===== config.mk =====
export PLATFORM = sky130hd
export DESIGN_NAME = display_bcd_converter
export DESIGN_NICKNAME = d
export VERILOG_FILES = /design/src/rtl/display_bcd_converter_pkg.sv /design/src/rtl/bcd_digit_adjust.sv /design/src/rtl/display_bcd_converter.sv
export SDC_FILE = /design/constraint.sdc
export NUM_CORES = 1
export LEC_CHECK = 0
export CAP_MARGIN = 10
export CORE_MARGIN = 1.5
export CORE_UTILIZATION = 45
export DETAILED_ROUTE_END_ITERATION = 8
export PLACE_DENSITY = 0.72
export REMOVE_ABC_BUFFERS = 1
export SYNTH_ARGS = -nofsm -noshare
export SYNTH_HDL_FRONTEND = slang
export SYNTH_SLANG_ARGS = --single-unit

===== constraint.sdc =====
create_clock -name clock -period 1.5 [get_ports clock]
set_input_delay 0.3 -clock clock [delete_from_list [all_inputs] [get_ports clock]]
set_output_delay 0.3 -clock clock [all_outputs]
set_load 0.01 [all_outputs]

===== src/rtl/display_bcd_converter_pkg.sv =====
// Shared constants and FSM encoding for the display BCD converter.
package display_pkg;

    localparam int          DIGITS      = 8;
    localparam logic [31:0] BCD_MAX     = 32'd99_999_999;
    localparam logic [31:0] OVF_PATTERN = 32'hFFFF_FFFF;

    typedef enum logic [1:0] {
        IDLE  = 2'd0,
        SHIFT = 2'd1,
        DONE  = 2'd2
    } state_t;

endpackage


===== src/rtl/bcd_digit_adjust.sv =====
// Double-dabble correction cell: a BCD digit of 5 or more gets +3 before the shift.
module bcd_digit_adjust (
    input  logic [3:0] i_digit,
    output logic [3:0] o_digit
);

    assign o_digit = (i_digit >= 4'd5) ? i_digit + 4'd3 : i_digit;

endmodule


===== src/rtl/display_bcd_converter.sv =====
// Sequential binary-to-BCD converter feeding the 8-digit seven-segment driver.
// Define DISPLAY_LZ_BLANK_EN to blank leading zero digits in enable_out.
module display_bcd_converter
    import display_pkg::*;
#(
    parameter int BIN_W = 27
) (
    input  logic             clock,
    input  logic             reset,
    input  logic             in_valid,
    output logic             in_ready,
    input  logic [BIN_W-1:0] bin_in,
    input  logic [7:0]       point_in,
    output logic [31:0]      value_out,
    output logic [7:0]       enable_out,
    output logic [7:0]       point_out,
    output logic             overflow,
    output logic             done
);

    // Handshake: a request is taken on the rising edge where in_valid && in_ready;
    // in_ready is high only in IDLE, so requests during a conversion are ignored.

    state_t             r_state;
    logic [BIN_W-1:0]   r_bin;
    logic [31:0]        r_bcd;
    logic [7:0]         r_point;
    logic [5:0]         r_cnt;
    logic               r_ovf;

    logic [31:0]        w_adj;
    logic [BIN_W+31:0]  w_next;
    logic [7:0]         w_enable;

    for (genvar g = 0; g < DIGITS; g++) begin : g_adj
        bcd_digit_adjust u_adj (
            .i_digit (r_bcd[4*g +: 4]),
            .o_digit (w_adj[4*g +: 4])
        );
    end

    // The bit shifted out of the accumulator MSB falls off the top here.
    assign w_next   = {w_adj, r_bin} << 1;
    assign in_ready = (r_state == IDLE);

`ifdef DISPLAY_LZ_BLANK_EN
    logic w_seen;
    always_comb begin
        w_seen   = 1'b0;
        w_enable = 8'h00;
        for (int i = DIGITS - 1; i >= 0; i--) begin
            if (r_bcd[4*i +: 4] != 4'd0) begin
                w_seen = 1'b1;
            end
            w_enable[i] = w_seen;
        end
        w_enable[0] = 1'b1;
    end
`else
    assign w_enable = 8'hFF;
`endif

    always_ff @(posedge clock or negedge reset) begin
        if (!reset) begin
            r_state    <= IDLE;
            r_bin      <= '0;
            r_bcd      <= '0;
            r_point    <= '0;
            r_cnt      <= '0;
            r_ovf      <= 1'b0;
            value_out  <= '0;
            enable_out <= 8'h00;
            point_out  <= '0;
            overflow   <= 1'b0;
            done       <= 1'b0;
        end else begin
            done <= 1'b0;
            case (r_state)
                IDLE: begin
                    if (in_valid) begin
                        r_bin   <= bin_in;
                        r_point <= point_in;
                        r_bcd   <= '0;
                        r_cnt   <= 6'(BIN_W);
                        r_ovf   <= (32'(bin_in) > BCD_MAX);
                        r_state <= SHIFT;
                    end
                end
                SHIFT: begin
                    r_bcd <= w_next[BIN_W +: 32];
                    r_bin <= w_next[BIN_W-1:0];
                    r_cnt <= r_cnt - 6'd1;
                    if (r_cnt == 6'd1) begin
                        r_state <= DONE;
                    end
                end
                DONE: begin
                    if (r_ovf) begin
                        value_out  <= OVF_PATTERN;
                        enable_out <= 8'hFF;
                        point_out  <= 8'h00;
                        overflow   <= 1'b1;
                    end else begin
                        value_out  <= r_bcd;
                        enable_out <= w_enable;
                        point_out  <= r_point;
                        overflow   <= 1'b0;
                    end
                    done    <= 1'b1;
                    r_state <= IDLE;
                end
                default: r_state <= IDLE;
            endcase
        end
    end

endmodule


==> results of run 1 <==
per-layer routing:
layer	part of all wire (%)	global-route usage, %	vias up
met1	42	27.0	2337
met2	51	35.1	159
met4	2.2	6.67	0
met5	0	0	-
li1	-	-	2256
met3	5.4	5.15	32
layout make-up:
| class | instances | area, sq um |
|---|---|---|
| clock buffer | 24 | 502 |
| clock inverter | 8 | 118 |
| fill | 888 | 3930 |
| inverter | 19 | 71.3 |
| multi-input combinational | 399 | 2590 |
| sequential | 119 | 2980 |
| tap | 147 | 184 |
| timing repair buffer | 165 | 1640 |
cells in the final DEF, fill, tap and decap left out, types with 10 or more instances in the layout:
cell type / n
sky130_fd_sc_hd__nor2_1: 38
sky130_fd_sc_hd__dlygate4sd2_1: 50
sky130_fd_sc_hd__nand2_1: 119
sky130_fd_sc_hd__buf_4: 52
sky130_fd_sc_hd__nand3_2: 11
sky130_fd_sc_hd__inv_1: 16
sky130_fd_sc_hd__nand2b_1: 16
sky130_fd_sc_hd__a22oi_1: 13
sky130_fd_sc_hd__nand3_1: 14
sky130_fd_sc_hd__ha_1: 15
sky130_fd_sc_hd__dfrtp_1: 116
sky130_fd_sc_hd__clkdlybuf4s50_1: 36
sky130_fd_sc_hd__o21ai_0: 49
sky130_fd_sc_hd__o31ai_1: 10
sky130_fd_sc_hd__a22oi_2: 12
sky130_fd_sc_hd__buf_6: 10
sky130_fd_sc_hd__o21ai_1: 16
sky130_fd_sc_hd__clkbuf_16: 21
what timing repair did:
| action | CTS | global route |
|---|---|---|
| hold endpoints to repair | 24 | 0 |
| setup buffers | 8 | 14 |
| hold buffers | 1 | 0 |
| pin swaps | 22 | 30 |
| cloned | 3 | 6 |
| resized for setup | 100 | 66 |
| endpoints found under the setup margin | 113 | 74 |
stage by stage:
step	util [%]	instance area, sq um
global route	67.3	8080
finish	67.3	8080
CTS	63.4	7610
floorplan	-	5310
global placement	56.4	6770
detailed placement	56.4	6770
registers in the layout, summed over array words and instances, names as in the netlist:
signal	count
overflow	1
done	1
r_cnt	6
r_bin	27
value_out	32
point_out	8
r_bcd	32
enable_out	1
r_ovf	1
r_state	2
r_point	8
power groups by stage:
stage / Sequential (mW) / Combinational, mW / Clock, mW
floorplan: 5.36 / 3.21 / 0
global placement: 5.24 / 5.56 / 0
detailed placement: 5.29 / 5.82 / 0
CTS: 5.27 / 6.15 / 4.26
global route: 5.52 / 7.75 / 4.45
finish: 5.38 / 7.07 / 4.22
final timing paths:
path	startpoint	end	cells past startpoint
setup / recovery	r_state[0]$_DFFE_PN0P_	r_bcd[27]$_DFFE_PN0P_	6
hold / removal	reset	r_bin[21]$_DFFE_PN0P_	2
setup reg to reg	r_state[0]$_DFFE_PN0P_	r_bcd[27]$_DFFE_PN0P_	6
hold reg to reg	value_out[19]$_DFFE_PN0P_	value_out[19]$_DFFE_PN0P_	2
max in group asynchronous	reset	enable_out[0]$_DFFE_PN0P_	3
min in group clock	point_in[1]	r_point[1]$_DFFE_PN0P_	3
kinds of logic after synthesis:
logic type	synth area share, %
AOI/OAI and AO/OA	14.9
buffers and inverters	5.15
xor gates and xnor gates	2.38
DFF	53.9
and+or+nand+nor	17.8
adders and majority gates	4.08
muxes	1.81
worst max-delay path: cells and delay by family (launching register included):
family	cells	cell delay (ps)
AO/OA/AOI/OAI	2	290
flip-flops	1	440
buffers and inverters	2	300
AND/OR/NAND/NOR	2	510
==> impl_metrics.prom, run 1 <==
# TYPE chip_impl_metric gauge
chip_impl_metric{name="netSwitchingPower",unit="mW"} 5.92
chip_impl_metric{name="layout.nets",unit=""} 777
chip_impl_info{name="rsz0062_at_grt",value="true"} 1
chip_impl_metric{name="maxCapViolations",unit=""} 0
chip_impl_metric{name="clock_tree.htree_level_count",unit=""} 4
chip_impl_metric{name="floorplan.rows",unit=""} 40
chip_impl_metric{name="timing.reg2reg.setup_slack",unit="ps"} -180
chip_impl_metric{name="globalplace.congestion",unit=""} 0.801
chip_impl_metric{name="cp_data_required_time",unit="ps"} 1790
chip_impl_info{name="endpoint_kind",value="flip-flop"} 1
chip_impl_metric{name="p_total",unit="mW"} 16.7
chip_impl_metric{name="number_of_synthesized_flops_with_an_enable_pin",unit=""} 0
chip_impl_metric{name="async_flop_share",unit="%"} 100
chip_impl_metric{name="final_cell_count_no_fill",unit=""} 881
chip_impl_metric{name="synth_seq_cells",unit=""} 119
chip_impl_metric{name="drt-pass1-iter-count",unit=""} 5
chip_impl_metric{name="worst_hold_slack",unit="ps"} 345
chip_impl_info{name="worst_path_max_delay_cell",value="sky130_fd_sc_hd__dfrtp_2"} 1
chip_impl_info{name="synth.cells.most_frequent",value="sky130_fd_sc_hd__nand2_1 (127), sky130_fd_sc_hd__dfrtp_1 (119), sky130_fd_sc_hd__o21ai_0 (66), sky130_fd_sc_hd__nor2_1 (38), sky130_fd_sc_hd__nand3_1 (26)"} 1
chip_impl_metric{name="clock.fmax",unit="GHz"} 0.596
chip_impl_info{name="synth_top_cells_by_area",value="sky130_fd_sc_hd__dfrtp_1 (54%), sky130_fd_sc_hd__nand2_1 (8.6%), sky130_fd_sc_hd__o21ai_0 (6.0%)"} 1
chip_impl_info{name="timing.critical_path.cells",value="buf_6 > or3b_4 > buf_8 > nand2_8 > o31ai_2 > a32o_1"} 1
chip_impl_metric{name="slew_headroom",unit="%"} 70.1
chip_impl_info{name="setup.worst_path.class",value="reg2reg"} 1
chip_impl_metric{name="first_pass_grt_wire_length",unit="um"} 21600
chip_impl_metric{name="vias",unit=""} 4784
chip_impl_metric{name="final-setup-viol-count",unit=""} 65
chip_impl_metric{name="place.detailed.hpwl",unit="um"} 7800
chip_impl_metric{name="synthCells",unit=""} 577
chip_impl_metric{name="switching_share",unit="%"} 35.5
chip_impl_metric{name="yosys.cell_types.count",unit=""} 38
chip_impl_metric{name="via_count_of_the_first_global_routing_pass",unit=""} 4570
chip_impl_metric{name="clkPwrFrac",unit="%"} 25.3
chip_impl_info{name="failed_checks",value="setup timing"} 1
chip_impl_metric{name="cts_sink_cnt",unit=""} 119
chip_impl_info{name="cts_tree",value="built"} 1
chip_impl_metric{name="fp.dieW",unit="um"} 114
chip_impl_metric{name="placedCellCount",unit=""} 817
chip_impl_metric{name="grt-ovfl-total",unit=""} 0
chip_impl_metric{name="maximum_number_of_pins_on_one_net_before_global_route_repair",unit=""} 84
chip_impl_info{name="dominantRegCellSynth",value="sky130_fd_sc_hd__dfrtp_1"} 1
chip_impl_metric{name="fp.coreArea",unit="sq um"} 12000
chip_impl_metric{name="finalWorstSetupSlack",unit="ps"} -176
chip_impl_metric{name="wl",unit="um"} 14400
chip_impl_metric{name="synth_top_area_share",unit="%"} 53.9
chip_impl_info{name="setup.worst_path.start_class",value="flip-flop"} 1
chip_impl_metric{name="max-clock-path-buffers",unit=""} 2
chip_impl_metric{name="crit_arrival",unit="ps"} 1970
chip_impl_metric{name="initial_utilization",unit="%"} 46.0
chip_impl_metric{name="synth_area_per_cell",unit="sq um"} 9.57
chip_impl_metric{name="place_worst_setup_slack",unit="ps"} -474
chip_impl_metric{name="insertion_delay",unit="ps"} 410
chip_impl_metric{name="ant_nets",unit=""} 0
chip_impl_metric{name="syn_to_final_growth",unit="%"} 46.4
chip_impl_metric{name="final_min_period_over_clock_period",unit="%"} 112
chip_impl_metric{name="setup_tns",unit="ps"} -4560
chip_impl_info{name="min_delay_path_class",value="in2async"} 1
chip_impl_metric{name="synth_seq_area_share",unit="%"} 53.9
chip_impl_metric{name="routedWlPerCell",unit="um"} 16.3
chip_impl_metric{name="finalCriticalPeriod",unit="ps"} 1680
chip_impl_metric{name="peakVddDrop",unit="mV"} 0.939
chip_impl_metric{name="drt-initial-drc-count",unit=""} 265
chip_impl_metric{name="biggest_cell_delay_along_the_critical_path",unit="ps"} 440
chip_impl_metric{name="seq_power_share",unit="%"} 32.3
chip_impl_metric{name="worstMarginPinSlew",unit="ps"} 448
chip_impl_metric{name="netlist_area_before_placement",unit="sq um"} 5520
chip_impl_metric{name="comb_power_share",unit="%"} 42.4
chip_impl_metric{name="pin_count",unit=""} 89
chip_impl_metric{name="p_leak",unit="nW"} 3.94
chip_impl_metric{name="timing.final.max_slew_violations",unit=""} 0
chip_impl_metric{name="timing.critical_path.fanout_max",unit=""} 5
chip_impl_metric{name="synth_warnings",unit=""} 0
chip_impl_metric{name="powerDensity",unit="nW/um^2"} 2060
chip_impl_metric{name="num_antenna_cells",unit=""} 0
chip_impl_metric{name="clk_pin_slew",unit="ps"} 50
chip_impl_info{name="cts-root-buf",value="sky130_fd_sc_hd__clkbuf_16"} 1
chip_impl_info{name="yosysTopAreaCell",value="sky130_fd_sc_hd__dfrtp_1"} 1
chip_impl_metric{name="avg_vias_per_cell",unit=""} 5.43
chip_impl_metric{name="hold_violations_final",unit=""} 0
chip_impl_metric{name="number_of_buffers_inserted_during_clock_tree_synthesis",unit=""} 17
chip_impl_metric{name="design.die.area",unit="sq um"} 12900
chip_impl_metric{name="final_layout_size_suffix_gt1_share",unit="%"} 25.2
chip_impl_info{name="run_status",value="finished with violations"} 1
chip_impl_metric{name="chipHeight",unit="um"} 114
chip_impl_info{name="yosysMostFrequentCell",value="sky130_fd_sc_hd__nand2_1"} 1
chip_impl_metric{name="global_route.usage.total",unit="%"} 21.0
chip_impl_metric{name="power.internal",unit="mW"} 10.8
chip_impl_metric{name="grt_antenna_before_repair",unit=""} 0
chip_impl_metric{name="place.port_buffers",unit=""} 88
chip_impl_metric{name="drc",unit=""} 0
chip_impl_metric{name="fin_skew",unit="ps"} 13.7
Note: power is estimated with default switching activity, not from simulation.
==> run 2: changes to the inputs <==
--- a/config.mk
+++ b/config.mk
@@ -7,9 +7,9 @@
 export LEC_CHECK = 0
 export CAP_MARGIN = 10
 export CORE_MARGIN = 1.5
-export CORE_UTILIZATION = 45
+export CORE_UTILIZATION = 30
+export CTS_CLUSTER_DIAMETER = 150
 export DETAILED_ROUTE_END_ITERATION = 8
-export PLACE_DENSITY = 0.72
 export REMOVE_ABC_BUFFERS = 1
 export SYNTH_ARGS = -nofsm -noshare
 export SYNTH_HDL_FRONTEND = slang
==> run 2 against run 1 <==
  * Die area up 49%
  * Utilization down 24 points
  * The run still ends with setup timing left
  * First-iteration DRC count down 17%
  * Sequential cell count unchanged
  * Largest power group unchanged
  * Register-to-register slack better by 170 ps
  * Critical endpoint is now r_bcd[3]$_DFFE_PN0P_
  * Clock skew down 5.9 ps
  * Largest cell class unchanged
  * Worst setup slack better by 170 ps
  * Clock power down 6.4%
==> impl_metrics.prom, run 2 (same netlist as run 1, synthesis figures left out) <==
# TYPE chip_impl_metric gauge
chip_impl_info{name="run_status",value="finished with violations"} 1
chip_impl_info{name="failed_checks",value="setup timing"} 1
chip_impl_metric{name="initial_utilization",unit="%"} 30.6
chip_impl_metric{name="via_count_of_the_first_global_routing_pass",unit=""} 4626
chip_impl_metric{name="pin_count",unit=""} 89
chip_impl_metric{name="clock_tree.htree_level_count",unit=""} 4
chip_impl_metric{name="fp.coreArea",unit="sq um"} 18000
chip_impl_metric{name="timing.reg2reg.setup_slack",unit="ps"} -2
chip_impl_metric{name="routedWlPerCell",unit="um"} 14.3
chip_impl_metric{name="r2r_cells",unit=""} 5
chip_impl_metric{name="floorplan.rows",unit=""} 49
chip_impl_metric{name="vias",unit=""} 4578
chip_impl_metric{name="grt_antenna_before_repair",unit=""} 0
chip_impl_metric{name="layout.area.seq",unit="sq um"} 2980
chip_impl_metric{name="slew_headroom",unit="%"} 68.0
chip_impl_metric{name="timing.critical_path.fanout_max",unit=""} 5
chip_impl_metric{name="number_of_buffers_inserted_during_clock_tree_synthesis",unit=""} 17
chip_impl_metric{name="finish.instance_area",unit="sq um"} 7810
chip_impl_metric{name="layout.nets",unit=""} 770
chip_impl_info{name="leading_cell_type_in_the_layout_fill_and_taps_excluded",value="sky130_fd_sc_hd__nand2_1"} 1
chip_impl_metric{name="global_route.usage.total",unit="%"} 14.4
chip_impl_metric{name="globalplace.congestion",unit=""} 0.822
chip_impl_info{name="route.top_layer_used",value="met4"} 1
chip_impl_metric{name="maximum_number_of_pins_on_one_net_before_global_route_repair",unit=""} 84
chip_impl_metric{name="drt-pass1-iter-count",unit=""} 4
chip_impl_metric{name="drt-initial-drc-count",unit=""} 221
chip_impl_metric{name="wl",unit="um"} 13700
chip_impl_metric{name="timing.final.max_slew_violations",unit=""} 0
chip_impl_info{name="setup.worst_path.start_class",value="flip-flop"} 1
chip_impl_metric{name="clk_pin_slew",unit="ps"} 60
chip_impl_info{name="endpoint_kind",value="flip-flop"} 1
chip_impl_metric{name="finalCriticalPeriod",unit="ps"} 1500
chip_impl_metric{name="avg_vias_per_cell",unit=""} 4.79
chip_impl_metric{name="final_layout_size_suffix_gt1_share",unit="%"} 21.2
chip_impl_metric{name="grt-ovfl-total",unit=""} 0
chip_impl_info{name="critical_path.reg2reg.endpoint",value="r_bcd[3]$_DFFE_PN0P_"} 1
chip_impl_metric{name="cell_area_placed",unit="sq um"} 7060
chip_impl_info{name="reg.largest.list",value="r_bcd x32, value_out x32, r_bin x27"} 1
chip_impl_info{name="worst_path_max_delay_cell",value="sky130_fd_sc_hd__or3b_4"} 1
chip_impl_metric{name="first_pass_grt_wire_length",unit="um"} 22400
chip_impl_metric{name="hold_violations_final",unit=""} 0
chip_impl_metric{name="max-clock-path-buffers",unit=""} 2
chip_impl_metric{name="worstMarginPinSlew",unit="ps"} 480
chip_impl_info{name="most_frequent_cells_in_the_layout",value="sky130_fd_sc_hd__nand2_1 (127), sky130_fd_sc_hd__dfrtp_1 (117), sky130_fd_sc_hd__buf_4 (59), sky130_fd_sc_hd__o21ai_0 (58), sky130_fd_sc_hd__dlygate4sd2_1 (50)"} 1
chip_impl_metric{name="wl_met3",unit="um"} 592
chip_impl_metric{name="num_antenna_cells",unit=""} 0
chip_impl_info{name="timing.critical_path.cells",value="or3b_4 > buf_8 > nand2_8 > o31ai_1 > a32o_1"} 1
chip_impl_metric{name="insertion_delay",unit="ps"} 420
chip_impl_metric{name="fp.dieW",unit="um"} 139
chip_impl_info{name="setup.worst_path.class",value="reg2reg"} 1
chip_impl_info{name="min_delay_path_class",value="in2async"} 1
chip_impl_metric{name="number_of_fill_cells",unit=""} 1747
chip_impl_info{name="rsz0062_at_grt",value="true"} 1
chip_impl_metric{name="crit_arrival",unit="ps"} 1810
chip_impl_metric{name="setup_tns",unit="ps"} -2.40
chip_impl_metric{name="syn_to_final_growth",unit="%"} 41.4
chip_impl_metric{name="fin_skew",unit="ps"} 7.81
chip_impl_metric{name="biggest_cell_delay_along_the_critical_path",unit="ps"} 440
chip_impl_metric{name="drc",unit=""} 0
chip_impl_metric{name="ant_nets",unit=""} 0
chip_impl_metric{name="powerDensity",unit="nW/um^2"} 2010
chip_impl_metric{name="chipHeight",unit="um"} 139
chip_impl_metric{name="place.port_buffers",unit=""} 88
chip_impl_metric{name="clock.fmax",unit="GHz"} 0.666
chip_impl_info{name="cts_tree",value="built"} 1
chip_impl_info{name="cts-root-buf",value="sky130_fd_sc_hd__clkbuf_16"} 1
chip_impl_metric{name="multi_input_area",unit="sq um"} 2420
chip_impl_metric{name="maxCapViolations",unit=""} 0
chip_impl_metric{name="cts_sink_cnt",unit=""} 119
chip_impl_metric{name="p_leak",unit="nW"} 3.78
chip_impl_metric{name="final_min_period_over_clock_period",unit="%"} 100
chip_impl_metric{name="design.die.area",unit="sq um"} 19200
chip_impl_metric{name="peakVddDrop",unit="mV"} 1.07
chip_impl_metric{name="place.detailed.hpwl",unit="um"} 8890
chip_impl_info{name="worst_r2r_startpoint",value="r_state[0]$_DFFE_PN0P_"} 1
chip_impl_metric{name="final-setup-viol-count",unit=""} 2
chip_impl_metric{name="wl_met2",unit="um"} 6900
chip_impl_metric{name="finalWorstSetupSlack",unit="ps"} -1.74
chip_impl_metric{name="cp_data_required_time",unit="ps"} 1800
chip_impl_metric{name="wl_met1",unit="um"} 5990
-- run 2: cell types whose count changed in the layout (fill, tap and decap cells not counted), moves of 8 or more --
cell | previous run | this run
sky130_fd_sc_hd__nand2_1 | 119 | 127
sky130_fd_sc_hd__o21ai_0 | 49 | 58
sky130_fd_sc_hd__nand3_2 | 11 | 0
sky130_fd_sc_hd__nand3_1 | 14 | 26
sky130_fd_sc_hd__a22oi_2 | 12 | 0
sky130_fd_sc_hd__buf_6 | 10 | 2
sky130_fd_sc_hd__a22oi_1 | 13 | 25
-- run 2: layout make-up --
| class | instances | share of cell area (%) |
|---|---|---|
| Clock buffer | 17 | 5.45 |
| Tap cell | 229 | 3.67 |
| Sequential cell | 119 | 38.2 |
| Multi-Input combinational cell | 398 | 31.0 |
| Inverter | 19 | 0.914 |
| Timing Repair Buffer | 159 | 18.9 |
| Clock inverter | 15 | 1.88 |
-- run 2: report_power, final --
group | internal, mW | switching [mW]
combinational | 3.25 | 3.15
sequential | 4.38 | 0.958
clock | 2.31 | 1.64
total | 9.94 | 5.75
-- run 2: through the flow --
stage	instances	setup WS [ps]	power [mW]	utilization (%)	hold WS [ps]
final	956	-1.74	15.7	43.3	380
after global routing	956	-45.3	16.8	43.3	406
after CTS	949	-14.6	15.3	42.3	388
after detailed placement	914	-464	11.4	39.2	299
after global placement	914	-419	11.1	39.2	290
after floorplan	535	-1160	8.57	-	4.41
-- run 2: worst max-delay path by stage --
stage / slack (ps) / start / endpoint / depth (start not counted)
floorplan: -1160 / r_state[0]$_DFFE_PN0P_ / r_bin[26]$_DFFE_PN0P_ / 4
global placement: -420 / in_valid / r_bcd[19]$_DFFE_PN0P_ / 6
detailed placement: -460 / in_valid / r_bcd[6]$_DFFE_PN0P_ / 6
CTS: -10 / r_state[0]$_DFFE_PN0P_ / in_ready / 3
global route: -50 / r_state[0]$_DFFE_PN0P_ / r_bcd[15]$_DFFE_PN0P_ / 5
finish: -2 / r_state[0]$_DFFE_PN0P_ / r_bcd[3]$_DFFE_PN0P_ / 5
-- run 2: worst max-delay path: cells and delay by family, from the launching register on --
family,cells,cell delay [ps]
AND/OR/NAND/NOR,2,520
buffers and inverters,1,170
flip-flops,1,390
AO/OA/AOI/OAI,2,310
-- run 2: metal layers --
layer  track usage [%]  vias to the layer above
met5                 0                        -
met4              5.65                        0
met3              4.18                       20
met2              24.4                      113
met1              17.3                     2204
li1                  -                     2241
-- run 2: timing repair --
item | CTS | global route
setup endpoints to repair | 82 | 51
hold endpoints to repair | 25 | 0
buffers inserted | 2 | 5
gates cloned | 0 | 2
hold buffers | 1 | 0
pin swaps | 1 | 11
resized for setup | 68 | 39
